--- config.mk ---
export PLATFORM = sky130hd
export DESIGN_NAME = gmii_rx_unpack_flat
export DESIGN_NICKNAME = d
export VERILOG_FILES = /design/src/rtl/gmii_rx_unpack_if.sv /design/src/rtl/gmii_rx_unpack.sv /design/src/flat_wrapper.sv
export SDC_FILE = /design/constraint.sdc
export NUM_CORES = 1
export LEC_CHECK = 0
export CAP_MARGIN = 30
export CORE_MARGIN = 8
export CORE_UTILIZATION = 58
export CTS_CLUSTER_DIAMETER = 100
export DETAILED_ROUTE_END_ITERATION = 10
export HOLD_SLACK_MARGIN = 0.12
export PLACE_DENSITY_LB_ADDON = 0.2
export SYNTH_ARGS = -nofsm -noshare
export SYNTH_HDL_FRONTEND = slang
export SYNTH_SLANG_ARGS = --single-unit
--- constraint.sdc ---
create_clock -name clk125m -period 5.23 [get_ports clk125m]
set_input_delay 1.046 -clock clk125m [delete_from_list [all_inputs] [get_ports clk125m]]
set_output_delay 1.046 -clock clk125m [all_outputs]
set_load 0.02 [all_outputs]
--- src/rtl/gmii_rx_unpack_if.sv ---
// GMII receive byte stream in, pixel FIFO write stream and debug counters out.
// The source (PHY side / bench) uses master; gmii_rx_unpack uses slave.
interface gmii_rx_unpack_if;
    logic        rx_dv;
    logic        rx_er;
    logic [7:0]  rxd;
    logic        fifo_full;
    logic        fifo_wr_en;
    logic [28:0] dout;
    logic [15:0] pkt_ok_cnt;
    logic [15:0] pkt_err_cnt;

    modport master (
        output rx_dv, rx_er, rxd, fifo_full,
        input  fifo_wr_en, dout, pkt_ok_cnt, pkt_err_cnt
    );

    modport slave (
        input  rx_dv, rx_er, rxd, fifo_full,
        output fifo_wr_en, dout, pkt_ok_cnt, pkt_err_cnt
    );
endinterface

--- src/rtl/gmii_rx_unpack.sv ---
// Parses GMII frames carrying one half-line of video and emits one
// {x, y, pixel} FIFO word per pixel, with saturating good/error frame counters.
module gmii_rx_unpack #(
    parameter int HDR_BYTES   = 42,
    parameter int PIX_PER_PKT = 640,
    parameter int Y_MAX       = 719,
    parameter int X_MAX       = 1
) (
    input  logic            clk125m,
    input  logic            reset_n,
    gmii_rx_unpack_if.slave bus
);
    localparam int BW = (HDR_BYTES > 1) ? $clog2(HDR_BYTES) : 1;
    localparam int PW = (PIX_PER_PKT > 1) ? $clog2(PIX_PER_PKT) : 1;
    localparam logic [BW-1:0] HDR_LAST = BW'(HDR_BYTES - 1);
    localparam logic [PW-1:0] PIX_LAST = PW'(PIX_PER_PKT - 1);
    localparam logic [10:0]   Y_MAX_L  = 11'(Y_MAX);
    localparam logic [1:0]    X_MAX_L  = 2'(X_MAX);

    typedef enum logic [2:0] {
        S_IDLE, S_PRE, S_HDR, S_TAG, S_DATA, S_TAIL, S_DROP
    } state_e;

    state_e          state_q, state_d;
    logic [BW-1:0]   byte_cnt_q, byte_cnt_d;
    logic [PW-1:0]   pix_cnt_q, pix_cnt_d;
    logic            phase_q, phase_d;
    logic [7:0]      hi_q, hi_d;
    logic [1:0]      x_q, x_d;
    logic [10:0]     y_q, y_d;
    logic            wr_en_q, wr_en_d;
    logic [28:0]     dout_q, dout_d;
    logic [15:0]     ok_cnt_q, ok_cnt_d;
    logic [15:0]     err_cnt_q, err_cnt_d;
    logic            ok_inc, err_inc;
    logic [10:0]     tag_y;

    assign tag_y = {hi_q[2:0], bus.rxd};

    always_comb begin
        state_d    = state_q;
        byte_cnt_d = byte_cnt_q;
        pix_cnt_d  = pix_cnt_q;
        phase_d    = phase_q;
        hi_d       = hi_q;
        x_d        = x_q;
        y_d        = y_q;
        wr_en_d    = 1'b0;
        dout_d     = dout_q;
        ok_inc     = 1'b0;
        err_inc    = 1'b0;

        case (state_q)
            S_IDLE: begin
                if (bus.rx_dv) state_d = (bus.rxd == 8'h55) ? S_PRE : S_DROP;
            end
            S_TAIL: begin
                if (!bus.rx_dv) begin
                    ok_inc  = 1'b1;
                    state_d = S_IDLE;
                end else if (bus.rx_er) begin
                    err_inc = 1'b1;
                    state_d = S_DROP;
                end
            end
            S_DROP: begin
                if (!bus.rx_dv) state_d = S_IDLE;
            end
            default: begin
                // Truncation and rx_er take priority over any in-frame parsing.
                if (!bus.rx_dv) begin
                    err_inc = 1'b1;
                    state_d = S_IDLE;
                end else if (bus.rx_er) begin
                    err_inc = 1'b1;
                    state_d = S_DROP;
                end else begin
                    case (state_q)
                        S_PRE: begin
                            if (bus.rxd == 8'hD5) begin
                                byte_cnt_d = '0;
                                state_d    = S_HDR;
                            end else if (bus.rxd != 8'h55) begin
                                err_inc = 1'b1;
                                state_d = S_DROP;
                            end
                        end
                        S_HDR: begin
                            if (byte_cnt_q == HDR_LAST) begin
                                byte_cnt_d = '0;
                                phase_d    = 1'b0;
                                state_d    = S_TAG;
                            end else begin
                                byte_cnt_d = byte_cnt_q + 1'b1;
                            end
                        end
                        S_TAG: begin
                            if (!phase_q) begin
                                hi_d    = bus.rxd;
                                phase_d = 1'b1;
                            end else begin
                                phase_d = 1'b0;
                                if (hi_q[7:6] > X_MAX_L || tag_y > Y_MAX_L) begin
                                    err_inc = 1'b1;
                                    state_d = S_DROP;
                                end else begin
                                    x_d       = hi_q[7:6];
                                    y_d       = tag_y;
                                    pix_cnt_d = '0;
                                    state_d   = S_DATA;
                                end
                            end
                        end
                        S_DATA: begin
                            if (!phase_q) begin
                                hi_d    = bus.rxd;
                                phase_d = 1'b1;
                            end else begin
                                phase_d = 1'b0;
                                // fifo_full is judged on the low-byte cycle that registers the write.
                                if (bus.fifo_full) begin
                                    err_inc = 1'b1;
                                    state_d = S_DROP;
                                end else begin
                                    wr_en_d   = 1'b1;
                                    dout_d    = {x_q, y_q, hi_q, bus.rxd};
                                    pix_cnt_d = pix_cnt_q + 1'b1;
                                    if (pix_cnt_q == PIX_LAST) state_d = S_TAIL;
                                end
                            end
                        end
                        default: state_d = S_IDLE;
                    endcase
                end
            end
        endcase

        ok_cnt_d  = ok_cnt_q  + {15'd0, ok_inc  && (ok_cnt_q  != '1)};
        err_cnt_d = err_cnt_q + {15'd0, err_inc && (err_cnt_q != '1)};
    end

    always_ff @(posedge clk125m or negedge reset_n) begin
        if (!reset_n) begin
            state_q    <= S_IDLE;
            byte_cnt_q <= '0;
            pix_cnt_q  <= '0;
            phase_q    <= 1'b0;
            hi_q       <= '0;
            x_q        <= '0;
            y_q        <= '0;
            wr_en_q    <= 1'b0;
            dout_q     <= '0;
            ok_cnt_q   <= '0;
            err_cnt_q  <= '0;
        end else begin
            state_q    <= state_d;
            byte_cnt_q <= byte_cnt_d;
            pix_cnt_q  <= pix_cnt_d;
            phase_q    <= phase_d;
            hi_q       <= hi_d;
            x_q        <= x_d;
            y_q        <= y_d;
            wr_en_q    <= wr_en_d;
            dout_q     <= dout_d;
            ok_cnt_q   <= ok_cnt_d;
            err_cnt_q  <= err_cnt_d;
        end
    end

    assign bus.fifo_wr_en  = wr_en_q;
    assign bus.dout        = dout_q;
    assign bus.pkt_ok_cnt  = ok_cnt_q;
    assign bus.pkt_err_cnt = err_cnt_q;
endmodule

--- src/flat_wrapper.sv ---
// flat-port wrapper written by rule: the top's interface ports become plain ports
module gmii_rx_unpack_flat 
#(
    parameter int HDR_BYTES   = 42,
    parameter int PIX_PER_PKT = 640,
    parameter int Y_MAX       = 719,
    parameter int X_MAX       = 1
)
  (clk125m, reset_n, bus_rx_dv, bus_rx_er, bus_rxd, bus_fifo_full, bus_fifo_wr_en, bus_dout, bus_pkt_ok_cnt, bus_pkt_err_cnt);
  gmii_rx_unpack_if bus_i ();
  input  logic clk125m;
  input  logic reset_n;
  input wire logic [$bits(bus_i.rx_dv)-1:0] bus_rx_dv;
  input wire logic [$bits(bus_i.rx_er)-1:0] bus_rx_er;
  input wire logic [$bits(bus_i.rxd)-1:0] bus_rxd;
  input wire logic [$bits(bus_i.fifo_full)-1:0] bus_fifo_full;
  output wire logic [$bits(bus_i.fifo_wr_en)-1:0] bus_fifo_wr_en;
  output wire logic [$bits(bus_i.dout)-1:0] bus_dout;
  output wire logic [$bits(bus_i.pkt_ok_cnt)-1:0] bus_pkt_ok_cnt;
  output wire logic [$bits(bus_i.pkt_err_cnt)-1:0] bus_pkt_err_cnt;
  assign bus_i.rx_dv = bus_rx_dv;
  assign bus_i.rx_er = bus_rx_er;
  assign bus_i.rxd = bus_rxd;
  assign bus_i.fifo_full = bus_fifo_full;
  assign bus_fifo_wr_en = bus_i.fifo_wr_en;
  assign bus_dout = bus_i.dout;
  assign bus_pkt_ok_cnt = bus_i.pkt_ok_cnt;
  assign bus_pkt_err_cnt = bus_i.pkt_err_cnt;
  gmii_rx_unpack #(.HDR_BYTES(HDR_BYTES), .PIX_PER_PKT(PIX_PER_PKT), .Y_MAX(Y_MAX), .X_MAX(X_MAX)) u_core (.clk125m(clk125m), .reset_n(reset_n), .bus(bus_i));
endmodule
==> Word level (Yosys, flattened, before mapping) <==
Index checks and enable logic that the tools add are counted.
{ "word_totals": {"register_bits": 103, "inputBits": 13, "word_cells": 114} }
{ "classes": {"n_addsub": 4, "order_cmp": 2, "eq_ne": 27, "n_mux": 48, "bitwise_logic": 5, "n_reduce_logical": 17} }
{ "ops": {"columns": ["operator", "count"], "rows": [
  ["two-way mux 3 bit", 14],
  ["two-way mux 10 bit", 4],
  ["adder 16 x 1 -> 16 bit", 2],
  ["inequality test 16 bit, second input constant", 2],
  ["two-way mux 1 bit", 20],
  ["one-hot mux 10 bit (2 select lines)", 1],
  ["AND reduction 8 bit", 2],
  ["AND reduction 5 bit", 3],
  ["two-way mux 6 bit", 2],
  ["one-hot mux 3 bit (4 select lines)", 1],
  ["one-hot mux 6 bit (2 select lines)", 1],
  ["AND reduction 6 bit", 2],
  ["> comparator 11 x 10 -> 1 bit, second input constant", 1],
  ["adder 10 x 1 -> 10 bit, second input constant", 1],
  ["equality test 10 bit, second input constant", 1],
  ["inequality test 5 x 3 -> 1 bit, second input constant", 2],
  ["equality test 3 bit, second input constant", 3],
  ["one-hot mux 3 bit (3 select lines)", 1],
  ["equality test 8 x 7 -> 1 bit, second input constant", 1],
  ["equality test 8 bit, second input constant", 1],
  ["inequality test 2 x 1 -> 1 bit, second input constant", 4],
  ["inequality test 2 bit, second input constant", 4],
  ["inequality test 8 x 7 -> 1 bit, second input constant", 1],
  ["adder 6 x 1 -> 6 bit, second input constant", 1],
  ["other kinds (18)", 28]
]} }

==> Depth between registers and ports, before layout <==
Gate-level depths: netlist of run 1.
{ "logic_depth": {"ltp_word": 10, "ltp_mapped": 13} }

==> Least setup slack after synthesis of run 1 <==
OpenSTA, ideal clock, no wires.
{ "synth_timing": {"path_type": "input port to flip-flop", "startpoint": "input port bus_rxd[5]", "endpoint": "register u_core.err_cnt_q[11], in the netlist u_core.bus.pkt_err_cnt[11]", "setup_time_ns": 0.130, "arrival_time_ns": 2.658, "t_required_ns": 5.100, "path_slack_ns": 2.442, "path_stages": 10, "cell_sequence": "o211ai_1 a21oi_1 a32o_1 a221oi_1 nor3_1 ha_1 nand3_1 nor2_1 nand2_1 xnor2_1"} }
{ "synth_between": {"elab_chain_cells": 10, "elab_cells_between_ends": 14, "cone_classes": "add/sub (1); order compare (1); eq/ne (2); mux (8); reduce/logical (2)"} }
{ "synth_rtl": {"columns": ["element", "line", "rtl"], "rows": [
  ["start, declared", "flat_wrapper.sv:15", "input wire logic [$bits(bus_i.rxd)-1:0] bus_rxd;"],
  ["> comparator 11 x 10 -> 1 bit", "gmii_rx_unpack.sv:103", "if (hi_q[7:6] > X_MAX_L || tag_y > Y_MAX_L) begin"],
  ["logical OR 1 bit", "gmii_rx_unpack.sv:103", null],
  ["two-way mux 1 bit", "gmii_rx_unpack.sv:103", null],
  ["two-way mux 1 bit", "gmii_rx_unpack.sv:98", "if (!phase_q) begin"],
  ["one-hot mux 1 bit (3 select lines) (*)", "gmii_rx_unpack.sv:78", "case (state_q)"],
  ["two-way mux 1 bit (*)", "gmii_rx_unpack.sv:74", "end else if (bus.rx_er) begin"],
  ["two-way mux 1 bit (*)", "gmii_rx_unpack.sv:71", "if (!bus.rx_dv) begin"],
  ["one-hot mux 1 bit (2 select lines) (*)", "gmii_rx_unpack.sv:53", "case (state_q)"],
  ["logical AND 1 bit (*)", "gmii_rx_unpack.sv:139", "err_cnt_d = err_cnt_q + {15'd0, err_inc && (err_cnt_q != '1)};"],
  ["adder 16 x 1 -> 16 bit (*)", "gmii_rx_unpack.sv:139", null],
  ["via u_core.err_cnt_d[11]", "gmii_rx_unpack.sv:34", "logic [15:0] err_cnt_q, err_cnt_d;"],
  ["end signal, assigned", "gmii_rx_unpack.sv:166", "err_cnt_q <= err_cnt_d;"],
  ["end, declared", "gmii_rx_unpack.sv:34", null]
]} }
The timed path passes the listed nets; every way through them passes the cells marked *.
A chain may end at the register's enable or synchronous reset.

==> Final worst setup path of run 1 <==
{ "layout_timing": {"startpoint": "input port bus_rxd[7]", "endpoint": "register u_core.err_cnt_q[11], in the netlist u_core.bus.pkt_err_cnt[11]"} }
The elaborated chain is that of the path after synthesis.

==> results of run 1 <==
[how the worst max path moves through the flow]
stage / start / end / slack, ns
3_3_place_gp: bus_rxd[6] / u_core.bus.pkt_err_cnt[11] / 1.60
2_1_floorplan: bus_rxd[5] / u_core.bus.pkt_err_cnt[11] / 2.44
4_1_cts: bus_rxd[7] / u_core.bus.pkt_err_cnt[11] / 1.88
5_1_grt: bus_rxd[7] / u_core.bus.pkt_err_cnt[11] / 1.56
6_report: bus_rxd[7] / u_core.bus.pkt_err_cnt[11] / 1.85
3_5_place_dp: bus_rxd[7] / u_core.bus.pkt_err_cnt[11] / 1.49
[registers in the layout, summed over array words and instances (netlist names)]
name	flops
u_core.pix_cnt_q	10
u_core.hi_q	8
u_core.bus.pkt_ok_cnt	16
u_core.x_q	2
u_core.bus.fifo_wr_en	1
u_core.phase_q	1
u_core.y_q	11
u_core.byte_cnt_q	6
u_core.bus.pkt_err_cnt	16
u_core.bus.dout	29
u_core.state_q	3
[placed cells by master, fill, tap and decap left out, types with 7 or more instances in the layout]
master	n
dfrtp_1	103
clkdlybuf4s50_1	73
mux2_2	43
xnor2_1	27
nand2_1	23
nor2_1	21
nand3_1	19
o21ai_0	15
nor3_1	11
clkbuf_8	11
nand4_1	10
and3_1	10
a21oi_1	8
nor2b_1	8
xor2_1	8
mux2_4	7
ha_1	7
[synth_stat cells, drive strengths merged, types with 3 or more instances]
cell type,count
o21ai,16
o211ai,7
nor3b,3
nand3,19
clkbuf,4
nor3,12
xor2,8
nand3b,4
and2,4
dfrtp,103
nand4b,4
nand2b,4
ha,7
a21oi,8
o31ai,3
xnor2,27
nand2,23
inv,5
nor2b,8
nand4,10
buf,11
and3,10
and4,4
mux2,51
nor2,21
nor4,5
[layer usage]
layer / track usage [%] / vias to the layer above / wire length, um
met2: 28.6 / 86 / 4800
met1: 23.4 / 1710 / 4470
met3: 5.93 / 9 / 671
met4: 4.06 / 0 / 90
met5: 0 / - / 0
li1: - / 1609 / -
[worst max-delay path: stages]
cell             delay [ns]
clkdlybuf4s50_1        0.60
o211ai_1               0.17
a21oi_1                0.30
a32o_1                 0.21
a221oi_1               0.08
nor3_1                 0.23
ha_1                   0.37
nand3_1                0.16
nor2_1                 0.21
nand2_1                0.10
xnor2_1                0.13
[report_power, final]
group          total [mW]  internal (mW)  switching [mW]
logic               0.926          0.463           0.463
registers            1.22          0.989           0.226
clock network       0.495          0.209           0.286
total                2.64           1.66           0.975
[final cells by class]
class	instances	area share, %
Clock buffer	11	2.59
Clock inverter	5	0.835
Inverter	5	0.321
Multi-Input combinational cell	284	37.0
Sequential cell	103	44.1
Tap cell	105	2.25
Timing Repair Buffer	76	12.9
[per-stage QoR]
step / std cells / instance area, um2
after floorplan: 407 / 4840
after global placement: 573 / 5640
final: 589 / 5840
after detailed placement: 573 / 5640
after CTS: 589 / 5840
after global routing: 589 / 5840
[cells by family (layout without fill, tap and decap cells)]
logic type / after synthesis / in the layout
buffers and inverters: 20 / 97
adders and majority gates: 7 / 7
muxes: 51 / 51
xor gates and xnor gates: 35 / 35
AOI/OAI and AO/OA: 47 / 47
and+or+nand+nor: 144 / 144
DFF: 103 / 103
==> results by group, run 1 <==
Run status
  – Status: finished clean

Die
  – Die area: around 0.012 mm2
  – Die H: between 100 and 150 um
  – Core box area: between 0.008 and 0.009 mm2
  – Starting Density: between 50% and 60%
  – Ports: between 70 and 80
  – Die extent in x: between 100 and 150 um
  – # rows: 33

Synth
  – XOR/XNOR share of the synthesized area: 6.33%
  – Register area share after synthesis: 53.2%
  – Post-synthesis compound-gate area fraction: just under 7%
  – Syn Inst Count: 407
  – Adder-cell share of the synthesized area: 1.81%
  – Avg Inst Size Synth: between 10 and 15 um2
  – Post-synthesis simple-gate area fraction: between 10% and 20%
  – Combinational family with the most area after synthesis: simple AND/OR/NAND/NOR gates
  – Mux cell area share after synthesis: 12.4%
  – Ys Warns: 0
  – Top FF cell, synth: dfrtp_1
  – Yosys top cell area share: 53.2%
  – Main area contributors after synthesis: dfrtp_1 (53%), mux2_2 (10%), xnor2_1 (4.9%)
  – Ys async rst share: between 90% and 100%
  – Post-Syn Area: around 0.0048 mm2
  – Yosys reg bits: 103
  – Syn Nets: about 430
  – EDFF count, synth: 0
  – Area leader, netlist: dfrtp_1
  – Distinct cell type count after synthesis: 53

Timing
  – Final Hold Fails: 0
  – Setup tns final: 0 ns
  – Final Max Slew Viols: 0
  – RSZ-0062 raised after global routing: false
  – Post-route setup slack: roughly 1.8 ns
  – Fmax: approximately 300 MHz
  – Worst hold slack: a little under 0.5 ns
  – Min cycle time layout: roughly 3.4 ns
  – Relative slew slack: approximately two fifths
  – Setup Viol. Count Final: 0
  – Worst slew pin tran: approximately 0.90 ns
  – Final Skew: approximately 0.02 ns
  – Period utilization: between 60 and 70%

Worst hold path
  – Hold Path End: u_core.x_q[1]
  – Min-Delay Path Class: register to register
  – Hold Path Origin: u_core.x_q[1]
  – WHS Path Cells: 1

Critical path
  – Nature of the critical path endpoint: register
  – RR Endpoint: u_core.bus.pkt_ok_cnt[14]
  – Worst EP arrival: between 3 and 4 ns
  – CP Class: input port to register
  – Critical Path RT: 5.49 ns
  – Worst R2R Start: u_core.state_q[0]
  – R2R cell count: 9
  – FF-to-FF setup slack: between 2 and 2.5 ns
  – Crit path max fanout: 7
  – Startpoint types: input port

GRT
  – Total GRT Usage: 18.0%
  – Largest net degree at the start of global routing: 53
  – Vias in the first global route: roughly 3,400
  – First-pass GRT wire length: ~17 mm
  – Initial antenna violation count: 0
  – Global route overflow: 0

Clock tree
  – # resized after CTS: 0
  – Post-CTS Setup Inserts: 0
  – Number of buffers created by CTS: 9
  – TritonCTS clock tree: yes
  – CTS Buffer Depth: 2
  – Cell at the root of the clock tree: clkbuf_8
  – H-tree depth: 3
  – CTS clk-pin slew, worst paths: around 0.10 ns
  – Hold_buf cts: 0
  – Clk_lat worst skew: approximately 0.37 ns
  – CTS Sinks: 103

Run
  – Max cap viols: 0

Route
  – Initial DRT Pass Iterations: 4
  – WL/cell: about 17 um
  – Remaining antenna violation count: 0
  – Vias: roughly 3,400
  – Vias/cell: between 5 and 6
  – DRC violations left: 0
  – Iter 0 DRT Violations: 191
  – DRT Wirelength: 10.0 mm

Power and ir drop
  – P per Cell Area: about 450 mW/mm2
  – Peak supply drop: roughly 0.31 mV
  – Post-layout power: 2.64 mW
  – LEAKAGE: roughly 2.6 nW

Final layout
  – Multi-input logic area: between 0.002 and 0.0025 mm2
  – Area Overhead vs Synth: 20.7%
  – Layout cells sized above 1: 16.3%
  – Final core utilization: 71.4%
  – Reg area: 0.00258 mm2
  – Final #Nets: 499
  – Fillers: 575
  – Antenna cell count: 0

Placement
  – Pre-CTS WS: 1.49 ns
  – Port Buffers: between 70 and 80
  – DP HPWL: 6.98 mm
  – Final GP Congestion: between 0.8 and 0.9
No activity file was read; power rests on OpenSTA's default activity.
==> inputs of run 2 (changes only) <==
CORE_UTILIZATION = 49   (was 58)
clock period = 3.05 ns   (was 5.23 ns; I/O delays follow)
==> run 2 against run 1 <==
Compared with the run above: cell area rose by 4.0%; final cell count rose by 8.1%; clock-buffer cell count rose by 1; sequential cell count did not move; wire length rose by 1.1%; combinational power rose by 83%; die area rose by 16%; clock power rose by 92%; critical endpoint is now u_core.bus.pkt_err_cnt[15]; largest cell class unchanged.
==> results by group, run 2 (same netlist as run 1, synthesis figures left out) <==
Power and ir drop
  – Sw frac: 34.8%
  – P per Cell Area: 770 mW/mm2
  – Sequential Power Share: a little over two fifths
  – Clock power frac: roughly a fifth
  – Internal power: 3.05 mW
  – LEAKAGE: 2.69 nW
  – Peak supply drop: 0.520 mV
  – NetSw: ~1.6 mW
  – Comb pwr share: 36.1%

Clock tree
  – Number of buffers created by CTS: 9
  – # resized after CTS: 0
  – H-tree depth: 3
  – Post-CTS Setup Inserts: 0
  – TritonCTS clock tree: yes
  – CTS Sinks: 103
  – Hold_buf cts: 0
  – Cell at the root of the clock tree: clkbuf_8
  – CTS clk-pin slew, worst paths: approximately 0.1 ns
  – CTS Buffer Depth: 2
  – Clk_lat worst skew: between 0.3 and 0.4 ns

Timing
  – Worst slew pin tran: about 0.7 ns
  – Setup Viol. Count Final: 0
  – Period utilization: a little under 90%
  – Fmax: 377 MHz
  – Final Hold Fails: 0
  – Final Skew: approximately 0.011 ns
  – Setup tns final: 0 ns
  – Relative slew slack: a little over half
  – Final Max Slew Viols: 0
  – Min cycle time layout: ~2.7 ns
  – RSZ-0062 raised after global routing: false

Route
  – Initial DRT Pass Iterations: 4
  – Vias: between 3,000 and 4,000
  – Remaining antenna violation count: 0
  – DRT Wirelength: between 10 and 15 mm
  – DRC violations left: 0
  – Vias/cell: approximately 5.4
  – Iter 0 DRT Violations: between 200 and 300
  – WL/cell: about 16 um

Die
  – Ports: 75
  – Die extent in x: approximately 120 um
  – Core box area: between 0.009 and 0.01 mm2
  – Die area: roughly 0.013 mm2
  – # rows: 36
  – Die H: between 100 and 150 um
  – Starting Density: 50.0%

GRT
  – Vias in the first global route: approximately 3,500
  – Global route overflow: 0
  – Largest net degree at the start of global routing: 53
  – Met3 usage: under 10%
  – M1 GR Usage: between 20% and 30%
  – First-pass GRT wire length: about 17 mm
  – Initial antenna violation count: 0
  – M2 GR Usage: between 20 and 25%
  – Total GRT Usage: 16.3%
  – Busiest grt layer: met2

Final layout
  – Layout cells sized above 1: between 15 and 20%
  – Most frequent cells in the layout: dfrtp_1 (103), clkdlybuf4s50_1 (73), mux2_2 (43)
  – Final #Nets: 519
  – Final core utilization: ~63%
  – Fillers: about 780
  – Commonest non-fill, non-tap cell in the layout: dfrtp_1
  – Max reg flops: 29
  – Antenna cell count: 0
  – Area Overhead vs Synth: 25.4%

Critical path
  – Crit path cell chain: and2b_1 -> a32o_1 -> a221oi_1 -> nor3_1 -> ha_1 -> nand3_1 -> nor2_1 -> nand2_1 -> xnor2_1
  – CP Class: register to register
  – Buf+Inv Stages, Crit Path: 0
  – CP top delay family: simple AND/OR/NAND/NOR gates
  – Crit path max fanout: 25
  – Slowest stage delay, CP: around 0.81 ns
  – Critical Path RT: around 3.3 ns
  – Startpoint types: register
  – Nature of the critical path endpoint: register
  – Worst path slowest cell: dfrtp_1
  – Worst EP arrival: ~2.9 ns

Run
  – Max cap viols: 0

Placement
  – Port Buffers: 74
  – Final GP Congestion: approximately 0.86
  – DP HPWL: about 7 mm

Run status
  – Status: finished clean

Worst hold path
  – Min-Delay Path Class: input port to asynchronous set/reset pin
[run 2: worst paths after layout]
check | end | depth (start not counted) | startpoint | slack (ns)
max | u_core.bus.pkt_err_cnt[15] | 9 | u_core.state_q[1] | 0.40
min | u_core.bus.dout[28] | 1 | reset_n | 0.27
max reg2reg | u_core.bus.pkt_err_cnt[15] | 9 | u_core.state_q[1] | 0.40
min reg2reg | u_core.x_q[1] | 1 | u_core.x_q[1] | 0.48
max in group asynchronous | u_core.bus.pkt_err_cnt[10] | 2 | reset_n | 2.06
min in group clk125m | u_core.x_q[1] | 1 | u_core.x_q[1] | 0.48
[run 2: cell type report]
| cell class | count | area [um2] | share of cell area, % |
|---|---|---|---|
| sequential | 103 | 2580 | 42.4 |
| multi-input combinational | 284 | 2160 | 35.6 |
| timing repair buffer | 96 | 928 | 15.3 |
| tap | 133 | 166 | 2.74 |
| clock buffer | 12 | 145 | 2.39 |
| clock inverter | 4 | 76.3 | 1.26 |
| inverter | 5 | 18.8 | 0.309 |
[run 2: through the flow]
step / total power [mW] / cells / worst slack [ns] / area, um2 / hold slack, ns
global placement: 3.72 / 621 / 0.148 / 5850 / 0.466
CTS: 4.73 / 637 / 0.399 / 6070 / 0.279
floorplan: 3.07 / 407 / 0.673 / 4840 / 0.314
detailed placement: 3.75 / 621 / 0.0742 / 5850 / 0.467
global route: 4.98 / 637 / 0.146 / 6070 / 0.311
finish: 4.67 / 637 / 0.395 / 6070 / 0.267
[run 2: power groups by stage]
stage               Combinational [mW]  Clock, mW  Sequential, mW
floorplan                        0.930          0            2.14
CTS                               1.71      0.978            2.04
global route                      1.85       1.03            2.10
global placement                  1.67          0            2.06
finish                            1.69      0.950            2.04
detailed placement                1.69          0            2.06
[run 2: worst register-to-register path: stages, from the launching register on]
cell	delay, ns
dfrtp_1	0.81
and2b_1	0.35
a32o_1	0.20
a221oi_1	0.09
nor3_1	0.23
ha_1	0.28
nand3_1	0.12
nor2_1	0.23
nand2_1	0.10
xnor2_1	0.13
[run 2: layer usage]
metal	vias up	share of wire, %
met3	16	6.0
li1	1648	-
met4	0	1.9
met1	1707	46
met2	72	46
met5	-	0
==> inputs of run 3 (changes only) <==
CORE_UTILIZATION = 30   (was 49)
HOLD_SLACK_MARGIN = 0.03   (was 0.12)
==> run 3 against run 2 <==
Compared with the run above: combinational power is 4% higher; maximum frequency shrank 2.3%; final cell count rose by 14%; sequential cell count is the same; critical path depth is 2 higher; largest cell class unchanged; largest power group unchanged.
==> results by group, run 3 (same netlist as run 1, synthesis figures left out) <==
Worst hold path
  – Min-Delay Path Class: input port to asynchronous set/reset pin

Route
  – WL/cell: around 16 um
  – Initial DRT Pass Iterations: 4
  – Vias/cell: 4.83
  – Vias: roughly 3,500
  – DRC violations left: 0
  – DRT Wirelength: about 12 mm
  – Remaining antenna violation count: 0
  – Iter 0 DRT Violations: 168

Critical path
  – Nature of the critical path endpoint: register
  – FF-to-FF setup slack: about 0.33 ns
  – CP Class: register to register
  – Critical Path RT: 3.33 ns
  – Startpoint types: register
  – Slowest stage delay, CP: between 0.4 and 0.5 ns
  – RR Endpoint: u_core.bus.pkt_ok_cnt[14]
  – Crit path cell chain: and4_1 -> and3_1 -> nand3_1 -> nor3_1 -> nor4bb_1 -> ha_1 -> ha_1 -> and2_1 -> nand2_1 -> nor2_1 -> xor2_1
  – R2R cell count: 11
  – Worst EP arrival: between 2 and 3 ns
  – Critical Path Stages: 11
  – Buf+Inv Stages, Crit Path: 0
  – Worst path slowest cell: dfrtp_1
  – Worst R2R Start: u_core.bus.pkt_ok_cnt[5]
  – CP most frequent cell: ha_1
  – Crit path max fanout: 6
  – CP top delay family: simple AND/OR/NAND/NOR gates

Timing
  – Final Skew: approximately 0.011 ns
  – Relative slew slack: around three fifths
  – Fmax: ~370 MHz
  – RSZ-0062 raised after global routing: false
  – Worst slew pin tran: roughly 0.59 ns
  – Final Hold Fails: 0
  – Period utilization: roughly nine tenths
  – Post-route setup slack: approximately 0.33 ns
  – Setup tns final: 0 ns
  – Final Max Slew Viols: 0
  – Setup Viol. Count Final: 0
  – Min cycle time layout: approximately 2.7 ns

GRT
  – First-pass GRT wire length: about 19 mm
  – Vias in the first global route: ~3,500
  – Largest net degree at the start of global routing: 44
  – Global route overflow: 0
  – Initial antenna violation count: 0
  – Total GRT Usage: 11.9%

Die
  – Die H: between 100 and 150 um
  – Die area: 0.0205 mm2
  – Die extent in x: between 100 and 150 um
  – # rows: 46
  – Starting Density: a little under a third
  – Core box area: approximately 0.016 mm2
  – Ports: 75

Clock tree
  – Hold_buf cts: 0
  – # resized after CTS: 0
  – Post-CTS Setup Inserts: 0
  – CTS clk-pin slew, worst paths: 0.08 ns
  – H-tree depth: 3
  – CTS Sinks: 103
  – Clk_lat worst skew: 0.35 ns
  – Number of buffers created by CTS: 9
  – Cell at the root of the clock tree: clkbuf_16
  – CTS Buffer Depth: 2
  – TritonCTS clock tree: yes

Final layout
  – Post-route cell area: approximately 0.0063 mm2
  – Layout cells sized above 1: approximately a fifth
  – Most frequent cells in the layout: dfrtp_1 (103), clkdlybuf4s50_1 (73), mux2_2 (43)
  – Commonest non-fill, non-tap cell in the layout: dfrtp_1
  – Multi-input logic area: approximately 0.0022 mm2
  – Fillers: ~1,500
  – Final core utilization: between 30% and 40%
  – Antenna cell count: 0
  – Reg area: approximately 0.0026 mm2
  – Area Overhead vs Synth: 30.2%
  – Max reg flops: 29
  – Cell Count, Final, Fillers Out: slightly above 700
  – Final #Nets: roughly 520

Power and ir drop
  – LEAKAGE: 2.76 nW
  – Peak supply drop: 0.476 mV
  – P per Cell Area: around 790 mW/mm2

Placement
  – Post-DP Area: between 0.005 and 0.006 mm2
  – DP HPWL: 8.36 mm
  – Final GP Congestion: around 0.83
  – Pre-CTS WS: roughly 0.0016 ns
  – Port Buffers: 74
  – Placed instance count: between 700 and 800

Run status
  – Status: finished clean

Run
  – Max cap viols: 0
run 3: changes by cell type in the layout (fill, tap and decap cells not counted), sizes merged:
cell | before | now
clkinv | 0 | 2
buf | 23 | 28
clkinvlp | 1 | 0
clkbuf | 12 | 9
inv | 6 | 9
bufinv | 2 | 1
run 3: area by class of cell:
class,instances,area share (%)
inverters,5,0.298
well taps,216,4.29
clock inverters,7,1.33
clock buffers,9,3.57
flip-flops and latches,103,40.9
multi-input cells,284,34.3
repair buffers,101,15.3
run 3: report_power, final:
part	switching (mW)	internal (mW)
Clock	0.553	0.654
Combinational	0.884	0.869
Sequential	0.321	1.70
Total	1.76	3.22
run 3: worst max-delay path by stage:
stage,from,to
after CTS,u_core.bus.pkt_ok_cnt[5],u_core.bus.pkt_ok_cnt[14]
after global placement,bus_rxd[0],u_core.bus.pkt_err_cnt[8]
final,u_core.bus.pkt_ok_cnt[5],u_core.bus.pkt_ok_cnt[14]
after floorplan,u_core.bus.pkt_ok_cnt[7],u_core.bus.pkt_ok_cnt[8]
after detailed placement,bus_rxd[7],u_core.bus.pkt_err_cnt[15]
after global routing,u_core.bus.pkt_ok_cnt[5],u_core.bus.pkt_ok_cnt[14]
run 3: metal layers:
metal / up-vias / part of all wire, % / track usage [%]
met1: 1740 / 48 / 15.4
met3: 10 / 5.9 / 4.27
li1: 1668 / - / -
met2: 82 / 45 / 18.2
met5: - / 0 / 0
met4: 0 / 1.4 / 3.75
run 3: metrics by stage:
step / total power [mW] / hold slack, ns
floorplan: 3.07 / 0.314
global placement: 3.77 / 0.470
detailed placement: 3.81 / 0.475
CTS: 5.06 / 0.262
global route: 5.28 / 0.289
finish: 4.98 / 0.244
